File: config.mk
export PLATFORM = sky130hd
export DESIGN_NAME = hamming_decode_scheduler_flat
export DESIGN_NICKNAME = d
export VERILOG_FILES = /design/src/rtl/hamming_decode_scheduler_if.sv /design/src/rtl/hamming_decode_scheduler.sv /design/src/flat_wrapper.sv
export SDC_FILE = /design/constraint.sdc
export NUM_CORES = 1
export LEC_CHECK = 0
export CAP_MARGIN = 20
export CORE_ASPECT_RATIO = 0.8
export CORE_MARGIN = 3
export CORE_UTILIZATION = 65
export CTS_CLUSTER_SIZE = 24
export DETAILED_ROUTE_END_ITERATION = 16
export DONT_BUFFER_PORTS = 1
export HOLD_SLACK_MARGIN = 0.12
export PLACE_DENSITY = 0.86
export RECOVER_POWER = 50
export SKIP_CTS_REPAIR_TIMING = 1
export SLEW_MARGIN = 20
export SYNTH_ARGS = -nofsm -noshare
export SYNTH_HDL_FRONTEND = slang
export SYNTH_SLANG_ARGS = --single-unit
File: constraint.sdc
create_clock -name clk -period 4.6 [get_ports clk]
set_input_delay 0.23 -clock clk [delete_from_list [all_inputs] [get_ports clk]]
set_output_delay 0.23 -clock clk [all_outputs]
set_load 0.1 [all_outputs]
File: src/rtl/hamming_decode_scheduler_if.sv
// Handshake bundle between the two link receive buffers, the scheduler and the data sink.
interface hamming_decode_scheduler_if;
    logic       req0_valid;
    logic [6:0] req0_code;
    logic       req0_odd;
    logic       req0_ready;
    logic       req1_valid;
    logic [6:0] req1_code;
    logic       req1_odd;
    logic       req1_ready;
    logic       out_valid;
    logic       out_ready;
    logic [3:0] out_data;
    logic       out_src;
    logic       out_err;

    // Requester/sink side
    modport master (
        output req0_valid, req0_code, req0_odd,
        input  req0_ready,
        output req1_valid, req1_code, req1_odd,
        input  req1_ready,
        input  out_valid, out_data, out_src, out_err,
        output out_ready
    );

    // Scheduler side
    modport slave (
        input  req0_valid, req0_code, req0_odd,
        output req0_ready,
        input  req1_valid, req1_code, req1_odd,
        output req1_ready,
        output out_valid, out_data, out_src, out_err,
        input  out_ready
    );
endinterface

File: src/rtl/hamming_decode_scheduler.sv
// Round-robin scheduler sharing one combinational Hamming(7,4) decoder between two
// requesters; registers the decoded nibble and keeps saturating word/error counters.
module hamming_decode_scheduler #(
    parameter int unsigned CNT_W = 16
) (
    input  logic                          clk,
    input  logic                          rst_n,
    hamming_decode_scheduler_if.slave     bus,
    output logic                          dec_select,
    output logic [6:0]                    dec_x,
    input  logic [3:0]                    dec_y,
    input  logic                          clr_cnt,
    output logic [CNT_W-1:0]              word_cnt,
    output logic [CNT_W-1:0]              err_cnt
);

    typedef enum logic [1:0] {
        IDLE   = 2'd0,
        DECODE = 2'd1,
        HOLD   = 2'd2
    } state_t;

    state_t           state_q, state_d;
    logic             last_grant_q, last_grant_d;
    logic [6:0]       dec_x_q, dec_x_d;
    logic             dec_select_q, dec_select_d;
    logic             out_valid_q, out_valid_d;
    logic [3:0]       out_data_q, out_data_d;
    logic             out_src_q, out_src_d;
    logic             out_err_q, out_err_d;
    logic [CNT_W-1:0] word_cnt_q, word_cnt_d;
    logic [CNT_W-1:0] err_cnt_q, err_cnt_d;

    logic       grant;
    logic       any_valid;
    logic       out_hs;
    logic [2:0] syn;
    logic       syn_data;

    // Arbitration, syndrome evaluation, next-state and counter update
    always_comb begin
        state_d      = state_q;
        last_grant_d = last_grant_q;
        dec_x_d      = dec_x_q;
        dec_select_d = dec_select_q;
        out_valid_d  = out_valid_q;
        out_data_d   = out_data_q;
        out_src_d    = out_src_q;
        out_err_d    = out_err_q;
        word_cnt_d   = word_cnt_q;
        err_cnt_d    = err_cnt_q;
        out_hs       = 1'b0;

        any_valid = bus.req0_valid | bus.req1_valid;
        grant     = (bus.req0_valid & bus.req1_valid) ? ~last_grant_q : bus.req1_valid;

        // rst_n gating keeps both readies low while reset is held
        bus.req0_ready = rst_n & (state_q == IDLE) & ~grant & bus.req0_valid;
        bus.req1_ready = rst_n & (state_q == IDLE) &  grant & bus.req1_valid;

        syn[0]   = dec_x_q[0] ^ dec_x_q[2] ^ dec_x_q[4] ^ dec_x_q[6];
        syn[1]   = dec_x_q[1] ^ dec_x_q[2] ^ dec_x_q[5] ^ dec_x_q[6];
        syn[2]   = dec_x_q[3] ^ dec_x_q[4] ^ dec_x_q[5] ^ dec_x_q[6];
        syn      = syn ^ {3{dec_select_q}};
        // Two or more syndrome bits set points at a data bit (positions 3,5,6,7)
        syn_data = (syn[0] & syn[1]) | (syn[0] & syn[2]) | (syn[1] & syn[2]);

        case (state_q)
            IDLE: begin
                if (any_valid) begin
                    // The captured code lives directly in the decoder drive register;
                    // last_grant doubles as the source of the word in flight
                    dec_x_d      = grant ? bus.req1_code : bus.req0_code;
                    dec_select_d = grant ? bus.req1_odd  : bus.req0_odd;
                    last_grant_d = grant;
                    state_d      = DECODE;
                end
            end
            DECODE: begin
                out_data_d  = syn_data ? dec_y : {dec_x_q[6], dec_x_q[5], dec_x_q[4], dec_x_q[2]};
                out_err_d   = (syn != 3'd0);
                out_src_d   = last_grant_q;
                out_valid_d = 1'b1;
                state_d     = HOLD;
            end
            HOLD: begin
                if (bus.out_ready) begin
                    out_valid_d = 1'b0;
                    out_hs      = 1'b1;
                    state_d     = IDLE;
                end
            end
            default: state_d = IDLE;
        endcase

        if (clr_cnt) begin
            word_cnt_d = '0;
            err_cnt_d  = '0;
        end else if (out_hs) begin
            if (word_cnt_q != '1) word_cnt_d = word_cnt_q + 1'b1;
            if (out_err_q && (err_cnt_q != '1)) err_cnt_d = err_cnt_q + 1'b1;
        end
    end

    // State and registered outputs
    always_ff @(posedge clk or negedge rst_n) begin
        if (!rst_n) begin
            state_q      <= IDLE;
            last_grant_q <= 1'b1;
            dec_x_q      <= '0;
            dec_select_q <= 1'b0;
            out_valid_q  <= 1'b0;
            out_data_q   <= '0;
            out_src_q    <= 1'b0;
            out_err_q    <= 1'b0;
            word_cnt_q   <= '0;
            err_cnt_q    <= '0;
        end else begin
            state_q      <= state_d;
            last_grant_q <= last_grant_d;
            dec_x_q      <= dec_x_d;
            dec_select_q <= dec_select_d;
            out_valid_q  <= out_valid_d;
            out_data_q   <= out_data_d;
            out_src_q    <= out_src_d;
            out_err_q    <= out_err_d;
            word_cnt_q   <= word_cnt_d;
            err_cnt_q    <= err_cnt_d;
        end
    end

    assign dec_x         = dec_x_q;
    assign dec_select    = dec_select_q;
    assign bus.out_valid = out_valid_q;
    assign bus.out_data  = out_data_q;
    assign bus.out_src   = out_src_q;
    assign bus.out_err   = out_err_q;
    assign word_cnt      = word_cnt_q;
    assign err_cnt       = err_cnt_q;

endmodule

File: src/flat_wrapper.sv
// flat-port wrapper written by rule: the top's interface ports become plain ports
module hamming_decode_scheduler_flat 
#(
    parameter int unsigned CNT_W = 16
)
  (clk, rst_n, dec_select, dec_x, dec_y, clr_cnt, word_cnt, err_cnt, bus_req0_valid, bus_req0_code, bus_req0_odd, bus_req0_ready, bus_req1_valid, bus_req1_code, bus_req1_odd, bus_req1_ready, bus_out_valid, bus_out_data, bus_out_src, bus_out_err, bus_out_ready);
  hamming_decode_scheduler_if bus_i ();
  input  logic clk;
  input  logic rst_n;
  output logic dec_select;
  output logic [6:0] dec_x;
  input  logic [3:0] dec_y;
  input  logic clr_cnt;
  output logic [CNT_W-1:0] word_cnt;
  output logic [CNT_W-1:0] err_cnt;
  input wire logic [$bits(bus_i.req0_valid)-1:0] bus_req0_valid;
  input wire logic [$bits(bus_i.req0_code)-1:0] bus_req0_code;
  input wire logic [$bits(bus_i.req0_odd)-1:0] bus_req0_odd;
  output wire logic [$bits(bus_i.req0_ready)-1:0] bus_req0_ready;
  input wire logic [$bits(bus_i.req1_valid)-1:0] bus_req1_valid;
  input wire logic [$bits(bus_i.req1_code)-1:0] bus_req1_code;
  input wire logic [$bits(bus_i.req1_odd)-1:0] bus_req1_odd;
  output wire logic [$bits(bus_i.req1_ready)-1:0] bus_req1_ready;
  output wire logic [$bits(bus_i.out_valid)-1:0] bus_out_valid;
  output wire logic [$bits(bus_i.out_data)-1:0] bus_out_data;
  output wire logic [$bits(bus_i.out_src)-1:0] bus_out_src;
  output wire logic [$bits(bus_i.out_err)-1:0] bus_out_err;
  input wire logic [$bits(bus_i.out_ready)-1:0] bus_out_ready;
  assign bus_i.req0_valid = bus_req0_valid;
  assign bus_i.req0_code = bus_req0_code;
  assign bus_i.req0_odd = bus_req0_odd;
  assign bus_req0_ready = bus_i.req0_ready;
  assign bus_i.req1_valid = bus_req1_valid;
  assign bus_i.req1_code = bus_req1_code;
  assign bus_i.req1_odd = bus_req1_odd;
  assign bus_req1_ready = bus_i.req1_ready;
  assign bus_out_valid = bus_i.out_valid;
  assign bus_out_data = bus_i.out_data;
  assign bus_out_src = bus_i.out_src;
  assign bus_out_err = bus_i.out_err;
  assign bus_i.out_ready = bus_out_ready;
  hamming_decode_scheduler #(.CNT_W(CNT_W)) u_core (.clk(clk), .rst_n(rst_n), .bus(bus_i), .dec_select(dec_select), .dec_x(dec_x), .dec_y(dec_y), .clr_cnt(clr_cnt), .word_cnt(word_cnt), .err_cnt(err_cnt));
endmodule
==> PnR_summary.wiki, run 1 <==
{| class="wikitable"
! Metric !! Value
|-
| DRC violations left || 0
|-
| Biggest area contributors in the synthesized netlist || sky130_fd_sc_hd__dfrtp_1 (45%), sky130_fd_sc_hd__nor2_1 (6.2%), sky130_fd_sc_hd__xor2_1 (5.5%), sky130_fd_sc_hd__mux2i_1 (5.1%), sky130_fd_sc_hd__a21oi_1 (4.4%)
|-
| Maximum capacitance violations || 1
|-
| Cell depth of the worst min-delay path || 2
|-
| Antenna Diode Count || 0
|-
| Number of buffers inserted during clock tree synthesis || 5
|-
| Htree depth || 2
|-
| Share of cells above drive strength 1 || 6.67%
|-
| Io pins || 75
|-
| Detailed placement HPWL || 4.06 mm
|-
| Largest area contributor in the synthesized netlist || sky130_fd_sc_hd__dfrtp_1
|-
| Sequential share of the synthesized area || 46.0%
|-
| Synth cell types || 45
|-
| Yosys reg bits || 50
|-
| Class of the worst hold path || input pin to register
|-
| Final Max Tran Viols || 51
|-
| Number of filler cells placed in the layout || 313
|-
| Pre-antenna DRT Iters || 5
|-
| Lkg Pwr || between 1 and 1.5 nW
|-
| Placed Instance Area || 2740 um^2
|-
| Syn-to-layout area delta || 7.72%
|-
| Power per cell area || 690 nW/um^2
|-
| Via count normalized by instance count || 6.12
|-
| Wire length of the first global-routing pass || 9.40 mm
|-
| Element type at the critical path end || register
|-
| Peak supply drop || between 0.5 and 0.6 mV
|-
| Final critical-path required period || 3.29 ns
|-
| Post-synthesis async set-or-reset flop share || 100%
|-
| Part of the total power dissipated in sequential elements || between 50% and 60%
|-
| Crit Path Category || register to register
|-
| Routability congestion estimate || 0.841
|-
| CTS Root Cell || sky130_fd_sc_hd__clkbuf_8
|-
| Count of endpoints failing hold in the final timing report || 0
|-
| Clock power frac || between 10% and 20%
|-
| Switching share of power || between 50 and 60%
|-
| Reg2Reg Launch Point || u_core.word_cnt[0]
|-
| Global-route total usage across every layer || 23.4%
|-
| Delay of the slowest cell on the worst path || 0.99 ns
|-
| Floorplan die area || approximately 5000 um^2
|-
| Top cell by count, worst path || sky130_fd_sc_hd__nand4_1
|-
| Sort of element at the start of the critical path || register
|-
| Number of enable flip-flop cells after synthesis || 0
|-
| Violated checks || capacitance limit, slew limit
|-
| Area share of the largest cell type after synthesis || approximately 45%
|-
| Count of mapped cells out of synthesis || 296
|-
| Hold Crit Endpoint || u_core.last_grant_q
|-
| Horizontal extent of the die || 78.4 um
|-
| Commonest cells post-synth || sky130_fd_sc_hd__dfrtp_1 (49), sky130_fd_sc_hd__nor2_1 (45), sky130_fd_sc_hd__a21oi_1 (24)
|-
| Ordered list of cells on the worst path || clkbuf_1 -> ha_1 -> nand4_1 -> nor4_1 -> a31oi_1 -> nand4_1 -> xor2_1 -> nor2_1
|-
| Final count of negative-setup-slack endpoints || 0
|-
| Total power of the final layout || between 2 and 2.5 mW
|-
| Starting density of the core || 69.7%
|-
| Total congestion overflow || 0
|-
| Slowest cell on crit path || sky130_fd_sc_hd__clkbuf_1
|-
| Number of core rows || 20
|-
| Upper clock frequency limit || 304 MHz
|-
| Worst clock skew || between 0.007 and 0.008 ns
|-
| Total number of vias || 2171
|-
| Minimum setup slack among reg-to-reg paths || ~1.3 ns
|-
| Ratio of final minimum period to clock period || 71.5%
|-
| Buffer levels on the longest clock path || 2
|-
| Number of clock sinks seen by CTS || 50
|-
| Measured slew at the worst slew-check pin || between 2 and 3 ns
|-
| Clock slew at reported path FFs || 0.09 ns
|-
| Synthesized cell area || 2720 um^2
|-
| Critical hold path startpoint || bus_req1_valid
|-
| Setup slack of the critical path after layout || 1.31 ns
|-
| Count of cells along the worst register-to-register path || 8
|-
| Utilization after layout || 75.1%
|-
| Net Count, Synth || 324
|-
| Yosys warning count || 0
|-
| Post-Syn Area per Cell || between 9 and 10 um^2
|-
| Setup slack at placement || 1.69 ns
|-
| Unrepaired setup endpoints after global routing || false
|-
| Number of placed instances, taps included || 339
|-
| Combinational Power Share || between 20% and 30%
|-
| Final instance count without filler cells || between 300 and 400
|-
| Initial antenna violation count || 0
|-
| Routed wirelength normalized by instance count || 16.3 um
|-
| Top-count cell post-synth || sky130_fd_sc_hd__dfrtp_1
|-
| Core region area || 3900 um^2
|-
| Critical-path maximum fanout || 5
|-
| Maximum number of pins on one net before global-route repair || between 50 and 60
|-
| Result of the run || finished with violations
|-
| Worst slack on hold paths || about 0.1 ns
|-
| Post-Route WL || 5.80 mm
|-
| Clock network latency to the later pin of the worst-skew pair || ~0.29 ns
|-
| First DRT Iteration DRCs || 134
|-
| Antenna-violating nets left || 0
|-
| Sequential cell area || 1250 um^2
|-
| Crit path required time || 4.79 ns
|-
| Worst reg2reg endpoint || u_core.word_cnt[3]
|-
| Port-buffer cells || 0
|-
| Top flip-flop cell by instance count after synthesis || sky130_fd_sc_hd__dfrtp_1
|-
| Footprint of the multi-input gates || 1400 um^2
|-
| Data arrival time at the worst-slack endpoint || 3.48 ns
|-
| Vias in the first global route || around 2000
|-
| Clock tree from TritonCTS || yes
|-
| Total Neg Setup Slack || 0 ns
|-
| Vert. Die Dim || roughly 64 um
|-
| Net switching power || 1.11 mW
|-
| Finished layout cell area || 2930 um^2
|-
| Relative max-transition margin || -69.5%
|-
| Final net count || around 330
|-
| Internal power || 911 uW
|}
-- layout by cell type, fill, tap and decap left out, types with 5 or more instances in the layout --
cell | netlist | layout
sky130_fd_sc_hd__a21oi_1 | 24 | 24
sky130_fd_sc_hd__xnor2_1 | 8 | 8
sky130_fd_sc_hd__dfrtp_1 | 49 | 49
sky130_fd_sc_hd__dlygate4sd3_1 | 0 | 6
sky130_fd_sc_hd__nand2_1 | 22 | 22
sky130_fd_sc_hd__o21ai_0 | 14 | 14
sky130_fd_sc_hd__nor2_1 | 45 | 44
sky130_fd_sc_hd__or3_1 | 7 | 7
sky130_fd_sc_hd__nand3_1 | 13 | 13
sky130_fd_sc_hd__and3_1 | 7 | 7
sky130_fd_sc_hd__nor3_1 | 6 | 6
sky130_fd_sc_hd__a31oi_1 | 5 | 5
sky130_fd_sc_hd__nand4_1 | 12 | 12
sky130_fd_sc_hd__mux2i_1 | 14 | 14
sky130_fd_sc_hd__clkbuf_8 | 0 | 5
sky130_fd_sc_hd__xor2_1 | 17 | 17
-- state kept, by name (all words and copies together), names as in the netlist --
register              flops
u_core.word_cnt          16
u_core.last_grant_q       1
u_core.bus.out_src        1
u_core.dec_x              7
u_core.bus.out_err        1
u_core.dec_select         1
u_core.state_q            2
u_core.bus.out_valid      1
u_core.bus.out_data       4
u_core.err_cnt           16
-- per-layer routing --
metal	up-vias	routed length (um)	track usage, %
li1	1047	-	-
met1	1021	2490	32.6
met2	101	2710	35.0
met3	2	585	8.31
met4	0	17	5.46
met5	-	0	0
-- critical path, delay by kind of cell, from the launching register on --
family / cells / cell delay (ns)
flip-flops: 1 / 0.33
AO/OA/AOI/OAI: 1 / 0.30
AND/OR/NAND/NOR: 4 / 1.03
adder cells (fa/ha/maj): 1 / 0.36
buffers and inverters: 1 / 0.99
XOR/XNOR: 1 / 0.16
-- power by group through the flow --
stage | combinational, mW | sequential (mW) | clock [mW]
after floorplan | 0.516 | 1.10 | 0
after detailed placement | 0.552 | 1.15 | 0
after global routing | 0.650 | 1.16 | 0.331
after global placement | 0.531 | 1.15 | 0
after CTS | 0.552 | 1.14 | 0.309
final | 0.578 | 1.14 | 0.302
-- kinds of logic after synthesis --
group | synth area share (%)
buf+inv | 2.94
fa+ha+maj | 1.65
compound gates | 11.3
mux | 5.15
simple gates | 24.9
xor+xnor | 8.04
flops | 46.0
-- worst max path at each step --
stage                     depth (start not counted)          startpoint                 end  slack [ns]
after global placement                            7  u_core.word_cnt[1]  u_core.word_cnt[3]        1.88
after global routing                              8  u_core.word_cnt[0]  u_core.word_cnt[3]        1.12
after floorplan                                   7  u_core.word_cnt[0]  u_core.word_cnt[3]        2.01
final                                             8  u_core.word_cnt[0]  u_core.word_cnt[3]        1.31
after CTS                                         7  u_core.word_cnt[1]  u_core.word_cnt[3]        1.69
after detailed placement                          7  u_core.word_cnt[1]  u_core.word_cnt[3]        1.69
-- layout make-up --
class,instances,share of cell area (%)
clock inverter,3,1.37
sequential,50,42.7
multi-input combinational,228,47.6
timing repair buffer,10,3.11
inverter,4,0.512
clock buffer,5,2.35
tap,55,2.35
(Power assumes the default switching activity.)
==> run 2: changes to the inputs <==
--- a/config.mk
+++ b/config.mk
@@ -8,12 +8,12 @@
 export CAP_MARGIN = 20
 export CORE_ASPECT_RATIO = 0.8
 export CORE_MARGIN = 3
-export CORE_UTILIZATION = 65
+export CORE_UTILIZATION = 63
 export CTS_CLUSTER_SIZE = 24
 export DETAILED_ROUTE_END_ITERATION = 16
 export DONT_BUFFER_PORTS = 1
 export HOLD_SLACK_MARGIN = 0.12
-export PLACE_DENSITY = 0.86
+export PLACE_DENSITY = 0.84
 export RECOVER_POWER = 50
 export SKIP_CTS_REPAIR_TIMING = 1
 export SLEW_MARGIN = 20
==> constraint.sdc (replaced) <==
create_clock -name clk -period 3.4 [get_ports clk]
set_input_delay 0.17 -clock clk [delete_from_list [all_inputs] [get_ports clk]]
set_output_delay 0.17 -clock clk [all_outputs]
set_load 0.1 [all_outputs]
==> run 2 against run 1 <==
Net effect: global-route usage rose by 2.4 points; sequential share of layout area decreased by 5.3 points; cell count is 15% higher; hold slack better by 0.0031 ns; critical path depth did not move; combinational power rose by 130%; design area is 14% higher; clock skew rose by 0.0035 ns; critical endpoint is now u_core.err_cnt[10]; utilization up 9.1 points; largest power group is now combinational cells; the run now ends clean; routed wire length increased by 22%; critical path type unchanged.
==> PnR_summary.wiki, run 2 (synthesis gave the netlist of run 1 again) <==
{| class="wikitable"
! Metric !! Value
|-
| Floorplan die area || around 5000 um^2
|-
| Final net count || 380
|-
| Vert. Die Dim || around 65 um
|-
| Detailed placement HPWL || 4.56 mm
|-
| Critical-path maximum fanout || 5
|-
| Net switching power || around 1.6 mW
|-
| Met1 Wirelength || 2.98 mm
|-
| Measured slew at the worst slew-check pin || between 1 and 1.5 ns
|-
| Sort of element at the start of the critical path || register
|-
| Unrepaired setup endpoints after global routing || false
|-
| Cell depth of the worst min-delay path || 2
|-
| Count of endpoints failing hold in the final timing report || 0
|-
| Data arrival time at the worst-slack endpoint || 3.30 ns
|-
| Htree depth || 2
|-
| Final Max Tran Viols || 0
|-
| Relative max-transition margin || ~8.6%
|-
| DRC violations left || 0
|-
| CTS Root Cell || sky130_fd_sc_hd__clkbuf_8
|-
| Part of the total power dissipated in sequential elements || between 40 and 50%
|-
| Antenna-violating nets left || 0
|-
| Footprint of the multi-input gates || 1390 um^2
|-
| Worst clock skew || between 0.01 and 0.015 ns
|-
| Number of clock sinks seen by CTS || 50
|-
| Result of the run || completed
|-
| Antenna Diode Count || 0
|-
| Internal power || 1.26 mW
|-
| Reg2Reg Launch Point || u_core.err_cnt[13]
|-
| Top layer reached by signal wires || met4
|-
| Peak supply drop || 0.862 mV
|-
| Delay of the slowest cell on the worst path || 0.97 ns
|-
| Ordered list of cells on the worst path || clkbuf_1 -> and3_1 -> nand4_1 -> nor3b_1 -> nand4_1 -> xor2_1 -> nor2_1 -> dlygate4sd3_1
|-
| Sequential cell area || 1250 um^2
|-
| Upper clock frequency limit || between 300 and 400 MHz
|-
| Number of core rows || 20
|-
| Pre-antenna DRT Iters || 4
|-
| Maximum number of pins on one net before global-route repair || 53
|-
| Initial antenna violation count || 1
|-
| Top cell by count, worst path || sky130_fd_sc_hd__nand4_1
|-
| Share of cells above drive strength 1 || between 10 and 15%
|-
| Minimum setup slack among reg-to-reg paths || 0.30 ns
|-
| Syn-to-layout area delta || 23.0%
|-
| First DRT Iteration DRCs || 193
|-
| Final count of negative-setup-slack endpoints || 0
|-
| Lkg Pwr || 1.47 nW
|-
| Worst reg2reg endpoint || u_core.err_cnt[10]
|-
| Count of cells along the worst register-to-register path || 8
|-
| Class of the worst hold path || input pin to register
|-
| Total congestion overflow || 0
|-
| Routed wirelength normalized by instance count || 17.3 um
|-
| Most common library cell in the layout ignoring fill and taps || sky130_fd_sc_hd__dfrtp_1
|-
| Io pins || 75
|-
| Clock slew at reported path FFs || 0.10 ns
|-
| Crit Path Category || register to register
|-
| Core region area || 3980 um^2
|-
| Buffer levels on the longest clock path || 2
|-
| Wire length of the first global-routing pass || 10.4 mm
|-
| Number of filler cells placed in the layout || ~230
|-
| Vias in the first global route || 2151
|-
| Clock tree from TritonCTS || yes
|-
| Global-route total usage across every layer || between 20% and 30%
|-
| Total power of the final layout || 2.83 mW
|-
| Utilization after layout || a little over four fifths
|-
| Ratio of final minimum period to clock period || around nine tenths
|-
| Element type at the critical path end || register
|-
| Length of routed met3 wiring || about 640 um
|-
| Final critical-path required period || 3.10 ns
|-
| Via count normalized by instance count || between 5 and 6
|-
| Total Neg Setup Slack || 0 ns
|-
| Power per cell area || approximately 850 nW/um^2
|-
| Met2 WL || around 3.3 mm
|-
| Switching share of power || 55.6%
|-
| Port-buffer cells || 0
|-
| Hold Crit Endpoint || u_core.dec_x[3]
|-
| Slowest cell on crit path || sky130_fd_sc_hd__clkbuf_1
|-
| Maximum capacitance violations || 0
|-
| Crit path required time || 3.60 ns
|-
| Commonest cells after routing, fill and taps aside || sky130_fd_sc_hd__dfrtp_1 (49), sky130_fd_sc_hd__nor2_1 (44), sky130_fd_sc_hd__buf_4 (31), sky130_fd_sc_hd__a21oi_1 (24)
|-
| Clock power frac || 12.2%
|-
| Total number of vias || 2418
|-
| Combinational Power Share || a little under half
|-
| Number of buffers inserted during clock tree synthesis || 5
|-
| Starting density of the core || 68.4%
|-
| Horizontal extent of the die || 79.5 um
|-
| Critical hold path startpoint || bus_req0_code[3]
|-
| Post-Route WL || 7.05 mm
|-
| Clock network latency to the later pin of the worst-skew pair || roughly 0.31 ns
|-
| Routability congestion estimate || 0.869
|}
## run 2: changes by cell type in the layout (fill, tap and decap cells not counted), sizes merged
cell and delta:
buf +32, dlygate4sd3 +16, clkbuf +5, bufinv -1, clkinvlp +1
## run 2: worst max-delay path: cells and delay by family, from the launching register on
| kind | cells | cell delay, ns |
|---|---|---|
| and+or+nand+nor | 5 | 0.97 |
| xor gates and xnor gates | 1 | 0.18 |
| buffers and inverters | 2 | 1.52 |
| DFF | 1 | 0.33 |
## run 2: layout make-up
type	count	area share (%)
clock buffer	5	2.05
clock inverter	3	0.635
inverter	4	0.448
multi-input combinational	228	41.6
sequential	50	37.4
tap	55	2.05
timing repair buffer	63	15.8
## run 2: layer usage
layer  vias to the layer above  track usage, %
met5                         -               0
met4                         0            7.08
met3                        11            7.64
met2                       109            38.3
met1                      1146            36.7
li1                       1152               -
## run 2: power by group through the flow
stage                     combinational [mW]  sequential, mW  clock, mW
after global placement                  1.20            1.15          0
after floorplan                        0.698            1.49          0
after detailed placement                1.24            1.16          0
after global routing                    1.43            1.18      0.379
after CTS                               1.25            1.15      0.347
final                                   1.33            1.16      0.346
## run 2: worst max path at each step
stage,start,end,slack (ns),depth (start not counted)
floorplan,u_core.word_cnt[0],u_core.word_cnt[3],0.81,7
global placement,u_core.word_cnt[3],u_core.word_cnt[3],0.86,7
detailed placement,u_core.word_cnt[3],u_core.word_cnt[3],0.72,7
CTS,u_core.word_cnt[3],u_core.word_cnt[3],0.70,7
global route,u_core.err_cnt[13],u_core.err_cnt[10],0.18,8
finish,u_core.err_cnt[13],u_core.err_cnt[10],0.30,8
## run 2: through the flow
| step | hold WS [ns] | std cells | worst slack (ns) | instance area [um^2] |
|---|---|---|---|---|
| 2_1_floorplan | -0.126 | 296 | 0.808 | 2720 |
| 3_3_place_gp | -0.124 | 376 | 0.865 | 3020 |
| 3_5_place_dp | -0.124 | 376 | 0.721 | 3020 |
| 4_1_cts | -0.457 | 384 | 0.701 | 3110 |
| 5_1_grt | 0.129 | 408 | 0.176 | 3350 |
| 6_report | 0.103 | 408 | 0.296 | 3350 |
